**config.mk**
```make
export PLATFORM = sky130hd
export DESIGN_NAME = io_bus_ctrl
export DESIGN_NICKNAME = d
export VERILOG_FILES = /design/src/rtl/io_map_pkg.sv /design/src/rtl/io_edge_sync.sv /design/src/rtl/io_bus_ctrl.sv
export SDC_FILE = /design/constraint.sdc
export NUM_CORES = 1
export LEC_CHECK = 0
export CAP_MARGIN = 20
export CORE_MARGIN = 2
export CORE_UTILIZATION = 38
export DETAILED_ROUTE_END_ITERATION = 6
export HOLD_SLACK_MARGIN = 0.02
export PLACE_DENSITY = 0.62
export SKIP_LAST_GASP = 1
export SLEW_MARGIN = 15
export SYNTH_ARGS = -nofsm -noshare
export SYNTH_HDL_FRONTEND = slang
export SYNTH_HIERARCHICAL = 1
export SYNTH_SLANG_ARGS = --single-unit
```
**constraint.sdc**
```tcl
create_clock -name clk -period 3.6 [get_ports clk]
set_input_delay 0.9 -clock clk [delete_from_list [all_inputs] [get_ports clk]]
set_output_delay 0.9 -clock clk [all_outputs]
set_load 0.01 [all_outputs]
```
**src/rtl/io_map_pkg.sv**
```systemverilog
// Address map and shared types for the memory-mapped I/O block.
package io_map_pkg;

    localparam logic [7:0] IO_LED     = 8'd0;
    localparam logic [7:0] IO_SW      = 8'd1;
    localparam logic [7:0] IO_SEG     = 8'd2;
    localparam logic [7:0] IO_SEG_RDY = 8'd3;
    localparam logic [7:0] IO_IN_STAT = 8'd4;
    localparam logic [7:0] IO_IN_DATA = 8'd5;
    localparam logic [7:0] IO_CNT_WR  = 8'd6;
    localparam logic [7:0] IO_CNT     = 8'd7;
    localparam logic [7:0] IO_BTN     = 8'd8;
    localparam logic [7:0] IO_PRESS   = 8'd9;
    localparam logic [7:0] IO_ID      = 8'd10;

    // Input mailbox status as it appears at IO_IN_STAT bits [1:0].
    typedef struct packed {
        logic ovf;
        logic vld;
    } in_stat_t;

endpackage

```
**src/rtl/io_edge_sync.sv**
```systemverilog
// Button synchroniser with rise-pulse output; IO_DEBOUNCE_EN adds a
// stability filter between the 2-FF synchroniser and the edge detector.
module io_edge_sync #(
    parameter logic [19:0] DEBOUNCE_CYCLES = 20'd1000000
) (
    input  logic clk,
    input  logic rstn,
    input  logic btn,
    output logic btn_sync,
    output logic btn_rise
);

    logic meta_r;
    logic sync_r;
    logic prev_r;
    logic level_s;

    // Two-stage synchroniser for the asynchronous button pin.
    always_ff @(posedge clk or negedge rstn) begin
        if (!rstn) begin
            meta_r <= 1'b0;
            sync_r <= 1'b0;
        end else begin
            meta_r <= btn;
            sync_r <= meta_r;
        end
    end

`ifdef IO_DEBOUNCE_EN
    logic        raw_prev_r;
    logic        stable_r;
    logic [19:0] stable_cnt_r;

    // Accept a new level only after it has been steady for DEBOUNCE_CYCLES.
    always_ff @(posedge clk or negedge rstn) begin
        if (!rstn) begin
            raw_prev_r   <= 1'b0;
            stable_r     <= 1'b0;
            stable_cnt_r <= 20'd0;
        end else begin
            raw_prev_r <= sync_r;
            if (sync_r != raw_prev_r) begin
                stable_cnt_r <= 20'd0;
            end else if (sync_r != stable_r) begin
                if (stable_cnt_r >= (DEBOUNCE_CYCLES - 20'd1)) begin
                    stable_r     <= sync_r;
                    stable_cnt_r <= 20'd0;
                end else begin
                    stable_cnt_r <= stable_cnt_r + 20'd1;
                end
            end else begin
                stable_cnt_r <= 20'd0;
            end
        end
    end

    assign level_s = stable_r;
`else
    logic unused_cfg_s;

    assign unused_cfg_s = ^DEBOUNCE_CYCLES;
    assign level_s      = sync_r;
`endif

    // Previous level for one-cycle rise detection.
    always_ff @(posedge clk or negedge rstn) begin
        if (!rstn) begin
            prev_r <= 1'b0;
        end else begin
            prev_r <= level_s;
        end
    end

    assign btn_sync = level_s;
    assign btn_rise = level_s & ~prev_r;

endmodule

```
**src/rtl/io_bus_ctrl.sv**
```systemverilog
// Memory-mapped I/O block: LEDs, switches, button mailbox, seven-seg mailbox,
// cycle and press counters. Define IO_DEBOUNCE_EN to debounce the button.
module io_bus_ctrl
    import io_map_pkg::*;
#(
    parameter int          SW_W            = 16,
    parameter logic [31:0] CNT_INIT        = 32'd0,
    parameter logic [31:0] ID_VALUE        = 32'h0000_C0D1,
    parameter logic [19:0] DEBOUNCE_CYCLES = 20'd1000000
) (
    input  logic            clk,
    input  logic            rstn,
    input  logic [7:0]      io_addr,
    input  logic [31:0]     io_dout,
    input  logic            io_we,
    input  logic            io_rd,
    output logic [31:0]     io_din,
    input  logic [SW_W-1:0] sw,
    input  logic            btn,
    output logic [SW_W-1:0] led,
    output logic [31:0]     seg_data,
    output logic            seg_vld,
    input  logic            seg_rdy
);

    logic [SW_W-1:0] sw_meta_r;
    logic [SW_W-1:0] sw_sync_r;
    logic            btn_sync_s;
    logic            btn_rise_s;

    logic            wr_led_s;
    logic            wr_seg_s;
    logic            wr_cnt_s;
    logic            rd5_req_s;
    logic            rd5_last_r;
    logic            rd5_pulse_s;

    logic [SW_W-1:0] led_r;
    logic [31:0]     seg_data_r;
    logic            seg_vld_r;
    logic [SW_W-1:0] in_data_r;
    in_stat_t        in_stat_r;
    logic [31:0]     cyc_cnt_r;
    logic [15:0]     press_cnt_r;
    logic [31:0]     rd_data_s;

    io_edge_sync #(
        .DEBOUNCE_CYCLES (DEBOUNCE_CYCLES)
    ) u_btn_sync (
        .clk      (clk),
        .rstn     (rstn),
        .btn      (btn),
        .btn_sync (btn_sync_s),
        .btn_rise (btn_rise_s)
    );

    // Two-stage synchroniser for the switch bus.
    always_ff @(posedge clk or negedge rstn) begin
        if (!rstn) begin
            sw_meta_r <= {SW_W{1'b0}};
            sw_sync_r <= {SW_W{1'b0}};
        end else begin
            sw_meta_r <= sw;
            sw_sync_r <= sw_meta_r;
        end
    end

    // Store and load strobe decode.
    always_comb begin
        wr_led_s  = 1'b0;
        wr_seg_s  = 1'b0;
        wr_cnt_s  = 1'b0;
        rd5_req_s = io_rd && (io_addr == IO_IN_DATA);
        if (io_we) begin
            wr_led_s = (io_addr == IO_LED);
            wr_seg_s = (io_addr == IO_SEG);
            wr_cnt_s = (io_addr == IO_CNT_WR);
        end else begin
            wr_led_s = 1'b0;
            wr_seg_s = 1'b0;
            wr_cnt_s = 1'b0;
        end
    end

    // A load held on IO_IN_DATA for several cycles clears the mailbox once.
    assign rd5_pulse_s = rd5_req_s && !rd5_last_r;

    // Load-strobe history for clear-on-read qualification.
    always_ff @(posedge clk or negedge rstn) begin
        if (!rstn) begin
            rd5_last_r <= 1'b0;
        end else begin
            rd5_last_r <= rd5_req_s;
        end
    end

    // LED register.
    always_ff @(posedge clk or negedge rstn) begin
        if (!rstn) begin
            led_r <= {SW_W{1'b0}};
        end else if (wr_led_s) begin
            led_r <= io_dout[SW_W-1:0];
        end
    end

    // Seven-seg output mailbox; a store beats a same-cycle acceptance.
    always_ff @(posedge clk or negedge rstn) begin
        if (!rstn) begin
            seg_data_r <= 32'd0;
            seg_vld_r  <= 1'b0;
        end else if (wr_seg_s) begin
            seg_data_r <= io_dout;
            seg_vld_r  <= 1'b1;
        end else if (seg_vld_r && seg_rdy) begin
            seg_vld_r  <= 1'b0;
        end
    end

    // Button mailbox; a new capture beats a same-cycle clear-on-read.
    always_ff @(posedge clk or negedge rstn) begin
        if (!rstn) begin
            in_data_r   <= {SW_W{1'b0}};
            in_stat_r   <= '{ovf: 1'b0, vld: 1'b0};
            press_cnt_r <= 16'd0;
        end else if (btn_rise_s) begin
            press_cnt_r <= press_cnt_r + 16'd1;
            if (!in_stat_r.vld || rd5_pulse_s) begin
                in_data_r     <= sw_sync_r;
                in_stat_r.vld <= 1'b1;
                in_stat_r.ovf <= 1'b0;
            end else begin
                in_stat_r.ovf <= 1'b1;
            end
        end else if (rd5_pulse_s) begin
            in_stat_r.vld <= 1'b0;
            in_stat_r.ovf <= 1'b0;
        end
    end

    // Free-running cycle counter with CPU load.
    always_ff @(posedge clk or negedge rstn) begin
        if (!rstn) begin
            cyc_cnt_r <= CNT_INIT;
        end else if (wr_cnt_s) begin
            cyc_cnt_r <= io_dout;
        end else begin
            cyc_cnt_r <= cyc_cnt_r + 32'd1;
        end
    end

    // Combinational load-data mux, independent of io_rd.
    always_comb begin
        rd_data_s = 32'd0;
        case (io_addr)
            IO_SW:      rd_data_s[SW_W-1:0] = sw_sync_r;
            IO_SEG_RDY: rd_data_s = {31'd0, ~seg_vld_r};
            IO_IN_STAT: rd_data_s = {30'd0, in_stat_r};
            IO_IN_DATA: rd_data_s[SW_W-1:0] = in_data_r;
            IO_CNT:     rd_data_s = cyc_cnt_r;
            IO_BTN:     rd_data_s = {31'd0, btn_sync_s};
            IO_PRESS:   rd_data_s = {16'd0, press_cnt_r};
            IO_ID:      rd_data_s = ID_VALUE;
            default:    rd_data_s = 32'd0;
        endcase
    end

    assign io_din   = rd_data_s;
    assign led      = led_r;
    assign seg_data = seg_data_r;
    assign seg_vld  = seg_vld_r;

endmodule
```
==> results of run 1 <==
-- synth_stat cells (4+ instances only) --
library cell                  n
sky130_fd_sc_hd__inv_1        8
sky130_fd_sc_hd__and3_1      13
sky130_fd_sc_hd__o22ai_1     12
sky130_fd_sc_hd__mux2_1      65
sky130_fd_sc_hd__o21ai_1     29
sky130_fd_sc_hd__a21oi_1      7
sky130_fd_sc_hd__o21ai_0      6
sky130_fd_sc_hd__xnor2_1     28
sky130_fd_sc_hd__dfrtp_1    151
sky130_fd_sc_hd__and4_1       5
sky130_fd_sc_hd__buf_6        4
sky130_fd_sc_hd__buf_2        5
sky130_fd_sc_hd__nor2_1       9
sky130_fd_sc_hd__nand2_1     50
sky130_fd_sc_hd__xor2_1      15
sky130_fd_sc_hd__nand4_1      6
sky130_fd_sc_hd__clkbuf_1    14
sky130_fd_sc_hd__mux2i_1     26
sky130_fd_sc_hd__nor3_1       8
sky130_fd_sc_hd__nor2b_1      4
sky130_fd_sc_hd__a2bb2oi_1    4
sky130_fd_sc_hd__nand3_1     25
sky130_fd_sc_hd__and2_1      18
-- worst min-delay path by stage --
stage / to / cells after the start
finish: sw_sync_r[5] / 0
global route: sw_sync_r[5] / 0
CTS: sw_sync_r[3] / 0
detailed placement: sw_sync_r[3] / 0
global placement: sw_sync_r[2] / 0
floorplan: sw_sync_r[0] / 0
-- metrics by stage --
step                hold WS [ns]  TNS, ns
floorplan                  0.331        0
detailed placement         0.335   -11.91
CTS                        0.348  -0.0472
global route               0.352   -0.129
global placement           0.332   -11.95
finish                     0.347  -0.0489
-- cells in the final DEF, fill, tap and decap left out, types with 3 or more instances in the layout --
master                              n
sky130_fd_sc_hd__xnor2_1           28
sky130_fd_sc_hd__clkdlybuf4s15_1    5
sky130_fd_sc_hd__buf_6              3
sky130_fd_sc_hd__and2_1            17
sky130_fd_sc_hd__o21ai_1           33
sky130_fd_sc_hd__nor3_1             6
sky130_fd_sc_hd__nand2_1           49
sky130_fd_sc_hd__clkdlybuf4s15_2    5
sky130_fd_sc_hd__mux2_1            65
sky130_fd_sc_hd__and4_1             5
sky130_fd_sc_hd__inv_1              8
sky130_fd_sc_hd__bufinv_16          3
sky130_fd_sc_hd__nor2b_1            4
sky130_fd_sc_hd__o22ai_1            8
sky130_fd_sc_hd__or4_4              3
sky130_fd_sc_hd__o22ai_2            4
sky130_fd_sc_hd__and3_1            12
sky130_fd_sc_hd__clkinv_2           3
sky130_fd_sc_hd__clkbuf_16         17
sky130_fd_sc_hd__a21oi_1            7
sky130_fd_sc_hd__a2bb2oi_1          4
sky130_fd_sc_hd__buf_12             4
sky130_fd_sc_hd__clkdlybuf4s50_1  105
sky130_fd_sc_hd__mux2i_1           26
sky130_fd_sc_hd__mux2_2             3
sky130_fd_sc_hd__nor4_1             3
sky130_fd_sc_hd__xor2_1            15
sky130_fd_sc_hd__nand4_1            6
sky130_fd_sc_hd__dfrtp_1          151
sky130_fd_sc_hd__nor2_1             6
sky130_fd_sc_hd__nand3_1           25
sky130_fd_sc_hd__buf_2             21
sky130_fd_sc_hd__buf_4             27
-- layer usage --
| layer | up-vias | GRT usage, % | wire [um] |
|---|---|---|---|
| met5 | - | 0 | 0 |
| met4 | 0 | 4.86 | 160 |
| met3 | 16 | 5.11 | 961 |
| met2 | 151 | 29.8 | 7650 |
| met1 | 2390 | 25.5 | 7840 |
| li1 | 2263 | - | - |
-- cells by family (layout without fill, tap and decap cells) --
family / count (synthesis) / in the layout / share of synthesized area, %
AO/OA/AOI/OAI: 65 / 65 / 5.77
buffers and inverters: 33 / 216 / 2.41
flip-flops: 151 / 151 / 56.9
AND/OR/NAND/NOR: 157 / 157 / 13.4
multiplexers: 94 / 94 / 15.5
adder cells (fa/ha/maj): 2 / 2 / 0.377
XOR/XNOR: 43 / 43 / 5.67
-- power groups by stage --
stage | registers [mW] | clock network (mW) | logic [mW]
final | 2.11 | 1.82 | 0.522
after global routing | 2.14 | 1.94 | 0.577
after CTS | 2.11 | 1.85 | 0.527
after detailed placement | 2.14 | 0 | 0.519
after global placement | 2.13 | 0 | 0.506
after floorplan | 2.05 | 0 | 0.276
-- critical path: cells and delay by family --
kind	cells	cell delay, ns
and+or+nand+nor	3	0.80
AOI/OAI and AO/OA	2	0.37
buffers and inverters	2	0.67
-- final cells by class --
type,instances,area [um2]
Fill cell,1528,8060
Sequential cell,151,3780
Multi-Input combinational cell,361,2790
Timing Repair Buffer,176,1630
Clock buffer,21,460
Tap cell,225,282
Clock inverter,11,146
Inverter,8,30.0
-- flip-flops by register name, indices dropped and copies added (netlist names) --
name                 count
u_btn_sync/prev_r        1
sw_sync_r               16
rd5_last_r               1
press_cnt_r             16
in_stat_r                2
cyc_cnt_r               32
sw_meta_r               16
u_btn_sync/btn_sync      1
led                     16
in_data_r               16
u_btn_sync/meta_r        1
seg_data                32
seg_vld                  1
-- repair_timing --
action	CTS	global route
endpoints found under the setup margin	32	29
pin swaps	3	4
gates resized for setup	122	18
gates cloned	1	0
buffers inserted	1	1
==> results.md, run 1 <==
| Result | Reported |
| --- | --- |
| Pre-CTS setup slack | -0.439 ns |
| Clock network power share | 40.8% |
| Relative max-transition margin | 48.7% |
| Die span in y | 136 um |
| Critical path data required time | 2.70 ns |
| Crit path arrival time | 2.75 ns |
| CP Class | in2out |
| Placer congestion estimate | 0.831 |
| CTS root buffer | sky130_fd_sc_hd__clkbuf_16 |
| Worst flop-to-flop path startpoint | cyc_cnt_r[1] |
| Initial antenna violation count | 0 |
| Transition time at the pin with the least slew margin | 0.768 ns |
| Timing-limited maximum frequency | 0.274 GHz |
| Clock Sinks | 151 |
| Wire length of the first global-routing pass | 26,500 um |
| Number of buffers on the longest clock path | 2 |
| Number of placement rows | 48 |
| Clock skew after layout | 0.00579 ns |
| Register area share after synthesis | 56.9% |
| Pre-antenna DRT Iters | 4 |
| Source of the worst hold timing path | sw_meta_r[5] |
| Layout Nets | 779 |
| Post-Synthesis Cells | 545 |
| Total count of max-transition violations in the final report | 0 |
| Core footprint | 17,200 um2 |
| Number of setup violations in the final report | 1 |
| Register clock-pin slew on the reported worst setup and hold paths | 0.06 ns |
| Via count normalized by instance count | 5.06 |
| Cell depth of the worst flop-to-flop path | 6 |
| P&R area growth vs syn | 37.3% |
| Count of warnings emitted by yosys | 6 |
| Clock latency on the worst-skew pair | 0.42 ns |
| Sequential power share | 47.5% |
| Post-synth EDFFs | 0 |
| Fraction of power consumed by combinational cells | 11.7% |
| # DRC | 0 |
| Hold violation count in the final report | 0 |
| Pwr per Cell Area | 488 nW/um2 |
| P_leak | 4.10 nW |
| Crit-path max FO | 3 |
| H-tree levels | 4 |
| Area post-placement | 8500 um2 |
| Cell type contributing the most total cell area after synthesis | sky130_fd_sc_hd__dfrtp_1 |
| Pin count of the biggest net entering global routing | 70 |
| First-iteration detailed-routing DRC count | 263 |
| End point of the critical path | io_din[0] |
| Final design utilization | 53.1% |
| Endpoint of the lowest-slack register-to-register path | cyc_cnt_r[28] |
| Proportion of register bits with asynchronous set or reset after synthesis | 100% |
| Clock tree from TritonCTS | built |
| Number of buffers added to fix hold violations after cts | 0 |
| Drt wl/cell | 17.4 um |
| Remaining antenna violation count | 0 |
| Run status | finished, violations left |
| Stage delay of the slowest cell on the critical path | 0.57 ns |
| Leftover overflow at the end of global routing | 0 |
| Post-synthesis register bit count | 151 |
| Non-Filler Cell Area, Final | 9120 um2 |
| Shortest clock period the worst path allows after layout | 3.65 ns |
| Synth top area cells | sky130_fd_sc_hd__dfrtp_1, sky130_fd_sc_hd__mux2_1, sky130_fd_sc_hd__mux2i_1 |
| Diode count | 0 |
| Setup slack of the critical path after layout | -0.0489 ns |
| Share of the synthesized area in the top cell type | 56.9% |
| Vias | 4,820 |
| Total Routed Length | 16,600 um |
| Source of the critical timing path | io_addr[4] |
| Main synth FF type | sky130_fd_sc_hd__dfrtp_1 |
| Initial core utilization | 38.6% |
| Ordered list of cells on the worst path | clkdlybuf4s50_1, or4_4, nor3_4, nand2_1, o22ai_1, a22o_1, clkdlybuf4s15_1 |
| Launching element type of the critical path | primary input |
| Total standard cell area after synthesis | 6640 um2 |
| Count of non-filler cells in the finished layout | 953 |
| Number of instances in the placed design | 918 |
| Die area | 18,500 um2 |
| Max Cap Violations | 0 |
| Slowest stage cell on the critical path | sky130_fd_sc_hd__or4_4 |
| Hold Crit Class | reg2reg |
| Internal Dissipation | 3.30 mW |
| Net switching power figure | 1.15 mW |
| Total power of the final layout | 4.45 mW |
| I/O pins | 143 |
| Number of nets produced by synthesis | 609 |
| Layout cells sized above 1 | 16.3% |
| Number of library cell types mapped by synthesis | 46 |
| Setup repair after global routing missed its margin | yes |
| Total track usage | 18.8% |
| Largest vdd supply drop | 0.362 mV |
| Sum of net half-perimeters after detailed placement | 12,100 um |
| Number of global-route vias before repair | 5,070 |
| Switching fraction of total power | 25.8% |
| Critical Path Sink Type | output port |
| TritonCTS Buffers | 17 |
| I/O Buffers | 142 |
| Final cycle utilization of the critical path | 101% |
| Horiz. Die Dim | 136 um |
| Average cell area after synthesis | 12.2 um2 |
| Violated checks | negative setup slack |
| Flop-to-flop setup slack | 1.26 ns |
Power figures use the tool's default switching activity.
==> run 2: changes to the inputs <==
PLACE_DENSITY = 0.64   (was 0.62)
REMOVE_ABC_BUFFERS = 1   (was unset)
clock period = 2.9 ns   (was 3.6 ns; I/O delays follow)
==> results.md, run 2 (same netlist as run 1, synthesis figures left out) <==
| Result | Reported | vs previous |
| --- | --- | --- |
| Wire length of the first global-routing pass | 27,400 um | +3.4% |
| Largest delay share family, worst path | simple AND/OR/NAND/NOR gates |  |
| Clock Sinks | 151 | unchanged |
| Cell depth of the worst flop-to-flop path | 6 | unchanged |
| Path length in cells of the critical path | 8 | +1 |
| Critical Path Sink Type | output port |  |
| Crit-path max FO | 2 | -1 |
| P&R area growth vs syn | 40.8% |  |
| Relative max-transition margin | 57.8% | +9.1 points |
| Number of setup violations in the final report | 1 | unchanged |
| Most used cells in the layout excluding fill and tap cells | sky130_fd_sc_hd__dfrtp_1, sky130_fd_sc_hd__clkdlybuf4s50_1, sky130_fd_sc_hd__mux2_1 |  |
| Total count of max-transition violations in the final report | 0 | unchanged |
| Internal Dissipation | 4.05 mW | +23% |
| Clock latency on the worst-skew pair | 0.43 ns | about the same |
| Launching element type of the critical path | primary input |  |
| Net switching power figure | 1.49 mW | +30% |
| Stage delay of the slowest cell on the critical path | 0.57 ns | about the same |
| Setup repair after global routing missed its margin | yes |  |
| CP Class | in2out |  |
| Diode count | 0 | unchanged |
| Max Cap Violations | 0 | unchanged |
| Number of placement rows | 48 | unchanged |
| Slowest stage cell on the critical path | sky130_fd_sc_hd__or4_4 |  |
| Bufs and invs on worst path | 3 | +1 |
| Horiz. Die Dim | 136 um | unchanged |
| Number of buffers on the longest clock path | 2 | unchanged |
| Number of global-route vias before repair | 5,103 | +0.65% |
| Largest vdd supply drop | 0.445 mV | +23% |
| Total track usage | 19.6% | +0.79 points |
| Transition time at the pin with the least slew margin | 0.628 ns | -0.140 ns |
| Switching fraction of total power | 26.9% | +1.0 points |
| Minimum hold slack | 0.254 ns | -0.0924 ns |
| Timing-limited maximum frequency | 0.343 GHz |  |
| Most frequent standard cell in the layout excluding fill and tap cells | sky130_fd_sc_hd__dfrtp_1 |  |
| Drt wl/cell | 17.8 um | +2.1% |
| Vias | 4,817 | -0.062% |
| Sum of net half-perimeters after detailed placement | 12,100 um | +0.18% |
| Ordered list of cells on the worst path | buf_2, or4_4, buf_6, nor3_4, nand2_1, o22ai_1, a22o_1, buf_2 |  |
| Shortest clock period the worst path allows after layout | 2.91 ns |  |
| Remaining antenna violation count | 0 | unchanged |
| Sequential power share | 47.1% | -0.4 points |
| Via count normalized by instance count | 5.04 | -0.38% |
| Violated checks | negative setup slack |  |
| Clock network power share | 40.7% | about the same |
| Pre-antenna DRT Iters | 4 | unchanged |
| Die area | 18,500 um2 | unchanged |
| # DRC | 0 | unchanged |
| Clock skew after layout | 0.0151 ns | +0.00933 ns |
| Seq. cell area | 3780 um2 | unchanged |
| I/O pins | 143 | unchanged |
| Core footprint | 17,200 um2 | unchanged |
| Pwr per Cell Area | 593 nW/um2 | +22% |
| Leftover overflow at the end of global routing | 0 | unchanged |
| Most common cell on crit path | sky130_fd_sc_hd__buf_2 |  |
| Hold Crit Class | in2async |  |
| Layout cells sized above 1 | 19.0% | +2.7 points |
| Total Routed Length | 17,000 um | +2.4% |
| Fraction of power consumed by combinational cells | 12.2% | +0.5 points |
| Run status | finished, violations left |  |
| CTS root buffer | sky130_fd_sc_hd__clkbuf_16 |  |
| Register clock-pin slew on the reported worst setup and hold paths | 0.06 ns | about the same |
| Critical path data required time | 2.17 ns | -0.53 ns |
| Initial antenna violation count | 0 | unchanged |
| Setup slack of the critical path after layout | -0.0127 ns | +0.0362 ns |
| Multi-input gate area | 2900 um2 | +4.0% |
| Layout Nets | 782 | +0.39% |
| Number of buffers added to fix hold violations after cts | 0 | unchanged |
| Total power of the final layout | 5.54 mW | +25% |
| I/O Buffers | 142 | unchanged |
| Clock tree from TritonCTS | built |  |
| Initial core utilization | 38.6% | unchanged |
| Post-route setup TNS | -0.0127 ns | +0.0362 ns |
| Final cycle utilization of the critical path | 100% |  |
| P_leak | 4.14 nW | +0.99% |
| TritonCTS Buffers | 17 | unchanged |
| H-tree levels | 4 | unchanged |
| Crit path arrival time | 2.19 ns | -0.56 ns |
| Pin count of the biggest net entering global routing | 58 | -17% |
| Hold violation count in the final report | 0 | unchanged |
| Placer congestion estimate | 0.831 | about the same |
| Die span in y | 136 um | unchanged |
| Layout filler cell count | 1,473 | -3.6% |
| First-iteration detailed-routing DRC count | 336 | +28% |
==> run 2: worst paths after layout <==
path,startpoint,endpoint,slack (ns)
setup reg to reg,cyc_cnt_r[0],cyc_cnt_r[28],0.64
min in group clk,sw_meta_r[6],sw_sync_r[6],0.34
hold reg to reg,sw_meta_r[6],sw_sync_r[6],0.34
max in group asynchronous,rstn,sw_meta_r[6],1.94
setup / recovery,io_addr[7],io_din[0],-0.01
hold / removal,rstn,seg_data[23],0.25
==> run 2: power by group through the flow <==
stage / sequential [mW] / clock, mW / combinational, mW
floorplan: 2.56 / 0 / 0.315
global placement: 2.63 / 0 / 0.636
detailed placement: 2.64 / 0 / 0.650
CTS: 2.61 / 2.31 / 0.676
global route: 2.65 / 2.42 / 0.749
finish: 2.61 / 2.26 / 0.677
==> run 2: what timing repair did <==
action,4_1_cts,5_1_grt
setup buffers,3,0
cloned,2,0
pin swaps,10,8
endpoints found under the setup margin,32,31
gates resized for setup,170,7
==> run 2: cell type report <==
class / count / share of cell area (%)
clock inverter: 11 / 1.46
sequential: 151 / 40.4
inverter: 8 / 0.321
clock buffer: 21 / 5.03
multi-input combinational: 361 / 31.0
tap: 225 / 3.01
timing repair buffer: 179 / 18.7
==> run 2: worst reg2reg max path: cells and delay by family, from the launching register on <==
kind          cells  cell delay [ns]
simple gates      3             1.00
flops             1             0.46
fa+ha+maj         1             0.28
mux               1             0.26
xor+xnor          1             0.15
==> run 2: stage by stage <==
| step | utilization, % | setup slack, ns | instance area (um2) | cells |
|---|---|---|---|---|
| 2_1_floorplan | - | -0.880 | 6510 | 520 |
| 3_5_place_dp | 49.8 | -0.714 | 8550 | 919 |
| 6_report | 54.4 | -0.0127 | 9340 | 956 |
| 3_3_place_gp | 49.8 | -0.689 | 8550 | 919 |
| 4_1_cts | 54.2 | 0.00510 | 9310 | 956 |
| 5_1_grt | 54.4 | -0.0706 | 9340 | 956 |
==> run 2: layer usage <==
layer / share of wire [%] / routed length, um / vias up / global-route usage [%]
met1: 48 / 8090 / 2399 / 26.9
li1: - / - / 2278 / -
met5: 0 / 0 / - / 0
met2: 47 / 7960 / 131 / 31.0
met4: 0.82 / 140 / 0 / 5.21
met3: 4.7 / 804 / 9 / 4.92
==> run 3: changes to the inputs <==
CORE_MARGIN = unset   (was 2)
CORE_UTILIZATION = 46   (was 38)
PLACE_DENSITY = 0.75   (was 0.64)
==> results.md, run 3 (same netlist as run 1, synthesis figures left out) <==
| Result | Reported | vs previous |
| --- | --- | --- |
| Run status | complete, no violations |  |
| P&R area growth vs syn | 38.1% |  |
| Layout filler cell count | 1,043 | -29% |
| Wire length of the first global-routing pass | 26,800 um | -2.5% |
| Remaining antenna violation count | 0 | unchanged |
| Pin count of the biggest net entering global routing | 56 | -3.4% |
| Crit-path max FO | 8 | +6 |
| Seq. cell area | 3780 um2 | unchanged |
| Hold Crit Class | in2async |  |
| Leftover overflow at the end of global routing | 0 | unchanged |
| Drt wl/cell | 18.1 um | +1.7% |
| Number of setup violations in the final report | 0 | -1 |
| Diode count | 0 | unchanged |
| Layout cells sized above 1 | 20.1% | +1.1 points |
| Largest vdd supply drop | 0.417 mV | -6.4% |
| Via count normalized by instance count | 5.40 | +7.2% |
| I/O pins | 143 | unchanged |
| Die span in y | 122 um | -10% |
| Number of global-route vias before repair | 5,324 | +4.3% |
| Critical Path Sink Type | output port |  |
| Clock latency on the worst-skew pair | 0.42 ns | about the same |
| Max Cap Violations | 0 | unchanged |
| Core footprint | 14,000 um2 | -19% |
| Stage delay of the slowest cell on the critical path | 0.59 ns | +0.02 ns |
| Pre-antenna DRT Iters | 5 | +1 |
| Launching element type of the critical path | primary input |  |
| Number of placement rows | 43 | -10% |
| Largest delay share family, worst path | simple AND/OR/NAND/NOR gates |  |
| CTS root buffer | sky130_fd_sc_hd__clkbuf_16 |  |
| Most frequent standard cell in the layout excluding fill and tap cells | sky130_fd_sc_hd__dfrtp_1 |  |
| P_leak | 4.17 nW | +0.80% |
| Hold violation count in the final report | 0 | unchanged |
| Most used cells in the layout excluding fill and tap cells | sky130_fd_sc_hd__dfrtp_1, sky130_fd_sc_hd__clkdlybuf4s50_1, sky130_fd_sc_hd__mux2_1 |  |
| Area post-placement | 8480 um2 | -0.75% |
| TritonCTS Buffers | 17 | unchanged |
| Slowest stage cell on the critical path | sky130_fd_sc_hd__or4_4 |  |
| Placer congestion estimate | 0.818 | -1.6% |
| Critical path data required time | 2.17 ns | about the same |
| Non-Filler Cell Area, Final | 9170 um2 | -1.9% |
| Clock Sinks | 151 | unchanged |
| Vias | 4,915 | +2.0% |
| I/O Buffers | 142 | unchanged |
| Number of instances in the placed design | 873 | -5.0% |
| Total track usage | 23.6% | +4.0 points |
| Clock tree from TritonCTS | built |  |
| Transition time at the pin with the least slew margin | 0.702 ns | +0.0734 ns |
| Bufs and invs on worst path | 3 | unchanged |
| H-tree levels | 4 | unchanged |
| Final cycle utilization of the critical path | 97.9% | -2.5 points |
| Layout Nets | 781 | -0.13% |
| Initial core utilization | 47.5% | +8.8 points |
| Count of non-filler cells in the finished layout | 910 | -4.8% |
| Horiz. Die Dim | 122 um | -10% |
| Total count of max-transition violations in the final report | 0 | unchanged |
| Total Routed Length | 16,500 um | -3.2% |
| # DRC | 0 | unchanged |
| Crit path arrival time | 2.11 ns | -0.08 ns |
| First-iteration detailed-routing DRC count | 282 | -16% |
| Timing-limited maximum frequency | 0.352 GHz | +2.6% |
| Shortest clock period the worst path allows after layout | 2.84 ns | -0.0730 ns |
| Multi-input gate area | 2870 um2 | -0.86% |
| Clock skew after layout | 0.00572 ns | -0.00941 ns |
| Number of buffers on the longest clock path | 2 | unchanged |
| Relative max-transition margin | 52.8% | -4.9 points |
| Die area | 14,900 um2 | -20% |
| Initial antenna violation count | 0 | unchanged |
| Pwr per Cell Area | 604 nW/um2 | +1.9% |
| CP Class | in2out |  |
| Ordered list of cells on the worst path | clkbuf_2, or4_4, nor2_4, nand2_4, buf_12, o22ai_2, buf_2 |  |
| Register clock-pin slew on the reported worst setup and hold paths | 0.06 ns | about the same |
| Sum of net half-perimeters after detailed placement | 11,400 um | -5.4% |
run 3: changes by cell type in the layout (fill, tap and decap cells not counted), sizes merged:
cell / delta
clkdlybuf4s15: -14
buf: +8
clkinv: +4
inv: -3
clkbuf: +2
bufinv: +1
clkinvlp: +1
dlygate4sd2: -1
dlymetal6s2s: +1
run 3: final timing paths:
check / start / end / slack [ns] / cells after the start
worst max-delay path: io_addr[6] / io_din[9] / 0.06 / 7
worst min-delay path: rstn / cyc_cnt_r[23] / 0.25 / 1
worst max register to register: cyc_cnt_r[0] / cyc_cnt_r[28] / 0.55 / 6
worst min register to register: sw_meta_r[2] / sw_sync_r[2] / 0.35 / 0
max in group asynchronous: rstn / led[1] / 1.90 / 2
min in group clk: sw_meta_r[2] / sw_sync_r[2] / 0.35 / 0
run 3: routing by layer:
| layer | wire length, um | GRT usage [%] | part of all wire, % | vias up |
|---|---|---|---|---|
| met2 | 8360 | 39.7 | 51 | 150 |
| met5 | 0 | 0 | 0 | - |
| met4 | 370 | 10.7 | 2.2 | 0 |
| met3 | 837 | 5.10 | 5.1 | 28 |
| li1 | - | - | - | 2271 |
| met1 | 6890 | 28.9 | 42 | 2466 |
run 3: area by class of cell:
class	count	area share (%)
inverters	8	0.328
clock inverters	14	1.91
multi-input cells	361	31.4
flip-flops and latches	151	41.2
clock buffers	18	4.79
well taps	180	2.46
repair buffers	178	17.9
run 3: power breakdown:
part,switching (mW),internal [mW]
Clock,0.881,1.38
Combinational,0.299,0.364
Sequential,0.277,2.34
run 3: stage by stage:
stage / setup WS (ns) / total power [mW] / hold slack [ns] / utilization (%) / setup TNS (ns)
final: 0.0603 / 5.54 / 0.252 / 65.5 / 0
after global routing: -0.0353 / 5.77 / 0.286 / 65.5 / -0.0353
after CTS: -0.000136 / 5.58 / 0.261 / 65.6 / -0.000136
after detailed placement: -0.710 / 3.28 / 0.336 / 60.6 / -22.56
after global placement: -0.693 / 3.25 / 0.332 / 60.6 / -21.88
after floorplan: -0.880 / 2.88 / 0.331 / - / -22.28
run 3: timing repair:
item,in CTS,in global routing
buffers inserted,3,0
cloned,2,0
endpoints found under the setup margin,32,31
gates resized for setup,173,15
hold buffers,0,0
pin swaps,11,10
